File: src/rtl/ofe_pkg.sv
// Shared definitions for the output flip-flop pipe bank: depth limit,
// ceiling-log2 helper and the fill-counter type.
package ofe_pkg;

  localparam int OFE_MAX_STAGES = 4;

  function automatic int ofe_clog2(input int value);
    int r;
    r = 0;
    for (int i = 0; i < 31; i++) begin
      if ((1 << i) < value) r = i + 1;
    end
    return r;
  endfunction

  localparam int OFE_FILL_W = ofe_clog2(OFE_MAX_STAGES + 1);

  // Wide enough for any legal depth; the top narrows it to its own STAGES.
  typedef logic [OFE_FILL_W-1:0] ofe_fill_t;

endpackage

File: src/rtl/ofe_stage.sv
// One WIDTH+1-bit register slice of the output pipe: data plus tristate
// control, with synchronous active-low reset, synchronous preset and enable.
module ofe_stage #(
  parameter int               WIDTH    = 8,
  parameter logic [WIDTH-1:0] INIT_VAL = '0,
  parameter logic [WIDTH-1:0] PD_VAL   = '1,
  parameter logic             TS_INIT  = 1'b1
) (
  input  logic             i_clk,
  input  logic             i_rst_n,
  input  logic             i_pd,
  input  logic             i_en,
  input  logic [WIDTH-1:0] i_d,
  input  logic             i_td,
  output logic [WIDTH-1:0] o_q,
  output logic             o_tq
);

  logic [WIDTH-1:0] r_q;
  logic             r_tq;

  // Reset outranks preset, preset outranks enable; control is ignored in reset.
  always_ff @(posedge i_clk) begin
    if (!i_rst_n) begin
      r_q  <= INIT_VAL;
      r_tq <= TS_INIT;
    end else if (i_pd) begin
      r_q  <= PD_VAL;
      r_tq <= TS_INIT;
    end else if (i_en) begin
      r_q  <= i_d;
      r_tq <= i_td;
    end
  end

  assign o_q  = r_q;
  assign o_tq = r_tq;

endmodule

File: src/rtl/ofe_pipe_bank.sv
// Parametrised output FF bank: STAGES-deep data/tristate pipe in front of the
// pad buffers, with a priming counter that raises QVALID once real data arrives.
module ofe_pipe_bank
  import ofe_pkg::*;
#(
  parameter int               WIDTH    = 8,
  parameter int               STAGES   = 1,
  parameter logic [WIDTH-1:0] INIT_VAL = '0,
  parameter logic [WIDTH-1:0] PD_VAL   = '1,
  parameter logic             TS_INIT  = 1'b1
) (
  input  logic             ECLK,
  input  logic             GSRN,
  input  logic [WIDTH-1:0] D,
  input  logic             TD,
  input  logic             SP,
  input  logic             PD,
  output logic [WIDTH-1:0] Q,
  output logic             TQ,
  output logic             QVALID
);

  localparam int CNT_W = ofe_clog2(STAGES + 1);

  logic [STAGES:0][WIDTH-1:0] w_d_chain;
  logic [STAGES:0]            w_t_chain;

  logic [CNT_W-1:0] r_fill_cnt;
  logic             r_qvalid;
  ofe_fill_t        w_fill_cur;
  ofe_fill_t        w_fill_nxt;

  assign w_d_chain[0] = D;
  assign w_t_chain[0] = TD;

  genvar g;
  generate
    for (g = 0; g < STAGES; g++) begin : g_stage
      ofe_stage #(
        .WIDTH   (WIDTH),
        .INIT_VAL(INIT_VAL),
        .PD_VAL  (PD_VAL),
        .TS_INIT (TS_INIT)
      ) u_stage (
        .i_clk  (ECLK),
        .i_rst_n(GSRN),
        .i_pd   (PD),
        .i_en   (SP),
        .i_d    (w_d_chain[g]),
        .i_td   (w_t_chain[g]),
        .o_q    (w_d_chain[g+1]),
        .o_tq   (w_t_chain[g+1])
      );
    end
  endgenerate

  // Saturating increment: the count parks at STAGES and never wraps.
  assign w_fill_cur = ofe_fill_t'(r_fill_cnt);

  always_comb begin
    w_fill_nxt = w_fill_cur;
    if (w_fill_cur != ofe_fill_t'(STAGES)) w_fill_nxt = w_fill_cur + ofe_fill_t'(1);
  end

  // QVALID is registered off the next count so it rises on the final priming edge.
  always_ff @(posedge ECLK) begin
    if (!GSRN) begin
      r_fill_cnt <= '0;
      r_qvalid   <= 1'b0;
    end else if (PD) begin
      r_fill_cnt <= '0;
      r_qvalid   <= 1'b0;
    end else if (SP) begin
      r_fill_cnt <= CNT_W'(w_fill_nxt);
      r_qvalid   <= (w_fill_nxt == ofe_fill_t'(STAGES));
    end
  end

  assign Q      = w_d_chain[STAGES];
  assign TQ     = w_t_chain[STAGES];
  assign QVALID = r_qvalid;

endmodule

File: config.mk
export PLATFORM = sky130hd
export DESIGN_NAME = ofe_pipe_bank
export DESIGN_NICKNAME = d
export VERILOG_FILES = /design/src/rtl/ofe_pkg.sv /design/src/rtl/ofe_stage.sv /design/src/rtl/ofe_pipe_bank.sv
export SDC_FILE = /design/constraint.sdc
export NUM_CORES = 1
export LEC_CHECK = 0
export CORE_AREA = 2 2 45 47
export DETAILED_ROUTE_END_ITERATION = 6
export DIE_AREA = 0 0 47 49
export PLACE_DENSITY_LB_ADDON = 0.15
export SLEW_MARGIN = 20
export SYNTH_ARGS = -nofsm -noshare
export SYNTH_HDL_FRONTEND = slang
export SYNTH_SLANG_ARGS = --single-unit
File: constraint.sdc
create_clock -name ECLK -period 1 [get_ports ECLK]
set_clock_uncertainty 0.1 [all_clocks]
set_input_delay 0.2 -clock ECLK [delete_from_list [all_inputs] [get_ports ECLK]]
set_output_delay 0.2 -clock ECLK [all_outputs]
set_load 0.01 [all_outputs]
==> impl_metrics.py <==
metrics = {
    "timing": {
        "relSlewSlack_pct": 91.4,
        "fmax_mhz": 993,
        "tns_ns": -0.0112,
        "finalSetupViolations": 4,
        "final.setup.worst_slack_ns": -0.00696,
        "tightest_slew_ns": 0.125,
        "timing.final.crit_share_pct": 101,
        "hold_viol_final": 0,
        "hold_slack_ns": 0.343,
        "rsz0062_at_grt": "yes",
        "fin_crit_ns": 1.01,
        "slew_viol_final": 0,
    },
    "run": {
        "maxCapViolations": 0,
    },
    "die": {
        "coreArea_mm2": 0.00184,
        "initial_utilization_pct": 23.2,
        "io_pins": 23,
        "dieArea_mm2": 0.00230,
        "fp.dieW_um": 47,
        "rows": 16,
        "die_h_um": 49,
    },
    "cells_and_area": {
        "final_cells": 88,
        "nFillCells": 205,
        "design_area_um2": 795,
        "final_net_count": 75,
        "antennaDiodeCount": 0,
        "syn_to_final_growth_pct": 85.7,
        "final_util_pct": 43.1,
        "drive_above_1_share_pct": 62.3,
    },
    "clock_tree": {
        "cts_sinks": 10,
        "numCtsBuffers": 3,
        "clk_latency_ns": 0.26,
        "cts_tree": "yes",
        "clock_path_buffers": 2,
        "hold_buffers": 0,
        "cts.clk_slew.worst_paths_ns": 0.07,
        "htreeDepth": 1,
        "root_buffer": "clkbuf_4",
    },
    "drt": {
        "wl_mm": 1.03,
        "wire_per_inst_um": 11.7,
        "vias": 342,
        "drc": 0,
        "dr.pass1.iters": 2,
        "viasPerCell": 3.89,
        "drtAntennaViolNets": 0,
        "drt_iter0_drc": 1,
    },
    "synthesis": {
        "yosysUniqueCellTypes": 9,
        "ys_seq_elements": 10,
        "yosysWarnings": 0,
        "yosysMostFrequentCell": "dfxtp_1",
        "synth-async-reset-ratio_pct": 0,
        "synth.area.top_cells": "dfxtp_1, mux2_4, o21a_1",
        "syn-cell-area_um2": 428,
        "dominantRegCellSynth": "dfxtp_1",
        "yosysSeqAreaShare_pct": 46.8,
        "synthCells": 33,
        "synth_nets": 46,
        "synth_edf_count": 0,
        "synth_top_cell_by_area": "dfxtp_1",
        "synthTopCellsByCount": "dfxtp_1, mux2_4, o21a_1",
        "netlist.area_leader.share_pct": 46.8,
        "synth_area_per_cell_um2": 13.0,
    },
    "worst_setup_path": {
        "worst_path_dominant_cell_family": "flip-flops",
        "worstPathArrival_ns": 0.71,
        "path_max_fanout": 2,
        "critical_path.startpoint_type": "register",
        "required_ns": 0.70,
        "path_cells": "buf_6",
        "path_buf_inv": 1,
        "cpPeakStageDelay_ns": 0.33,
        "critPathSlowestCell": "dfxtp_2",
        "worstSetupPathType": "reg2out",
        "end_kind": "output pin",
    },
    "placement": {
        "placed_area_um2": 698,
        "portBuffers": 22,
        "dp.cells": 82,
        "gp_congestion": 0.629,
    },
    "power": {
        "power.leakage_nw": 0.351,
        "ir_worst_vdd_mv": 0.591,
        "p_per_area_mw_per_mm2": 1340,
    },
    "run_status": {
        "outcome": "finished, violations left",
        "failed_checks": "setup timing",
    },
    "grt": {
        "grt_pass1_wl_mm": 1.68,
        "antenna_found_initial": 0,
        "grt_max_degree": 11,
        "grt_pass1_vias": 382,
        "grtUsageTotal_pct": 10.4,
        "overflow": 0,
    },
    "min_path": {
        "hold_path.class": "in2reg",
    },
}
==> placed cells by master (no fill, tap or decap), drive strengths merged <==
cell type | netlist | routed
buf | 1 | 15
clkdlybuf4s50 | 0 | 11
nor2 | 1 | 1
mux2i | 1 | 1
mux2 | 8 | 8
dfxtp | 10 | 10
o21a | 8 | 8
bufbuf | 0 | 1
nand3b | 1 | 1
nor3b | 1 | 1
clkbuf | 2 | 4
==> path summary, 6_finish.rpt <==
kind                          endpoint  depth (start not counted)  slack (ns)                      start
min reg2reg                 r_fill_cnt                          2        0.41                 r_fill_cnt
max                                 TQ                          1      -0.007    g_stage[0].u_stage.o_tq
min          g_stage[0].u_stage.o_q[2]                          4        0.34                         SP
max reg2reg  g_stage[0].u_stage.o_q[2]                          2        0.05  g_stage[0].u_stage.o_q[2]
==> metrics by stage <==
step	total power [W]	setup WS (ns)
2_1_floorplan	0.000555	0.0155
3_3_place_gp	0.000676	-0.537
3_5_place_dp	0.000676	-0.547
4_1_cts	0.00109	-0.0200
5_1_grt	0.00113	-0.0464
6_report	0.00107	-0.00696
==> flip-flops by register name, summed over array words and instances (netlist names) <==
register / count
g_stage.u_stage.o_q: 8
g_stage.u_stage.o_tq: 1
r_fill_cnt: 1
==> metal layers <==
metal	vias to the layer above	routed length [um]	global-route usage [%]
met5	-	0	0
met4	0	0	5.56
met3	0	76	3.70
met2	13	490	14.6
met1	158	463	13.4
li1	171	-	-
==> cell type report <==
cell class | instances | area [um^2] | area share [%]
clock buffers | 4 | 36.3 | 4.57
repair buffers | 27 | 303 | 38.1
multi-input cells | 20 | 209 | 26.3
flip-flops and latches | 10 | 213 | 26.8
well taps | 27 | 33.8 | 4.25
==> cell families (layout without fill, tap and decap cells) <==
logic type / after synthesis / after routing / synth area share [%]
multiplexers: 9 / 9 / 30.4
AO/OA/AOI/OAI: 8 / 8 / 14.0
flip-flops: 10 / 10 / 46.8
AND/OR/NAND/NOR: 3 / 3 / 4.39
buffers and inverters: 3 / 31 / 4.39
==> report_power, final <==
part,switching [W],internal [W]
Combinational,0.0000698,0.000178
Clock,0.000146,0.000221
Sequential,0.0000190,0.000432
Total,0.000235,0.000830
==> timing repair <==
action | CTS | global route
cloned | 1 | 0
setup buffers | 1 | 0
resized for setup | 64 | 0
setup endpoints to repair | 19 | 10
pin swaps | 0 | 0
(Power assumes the default switching activity.)
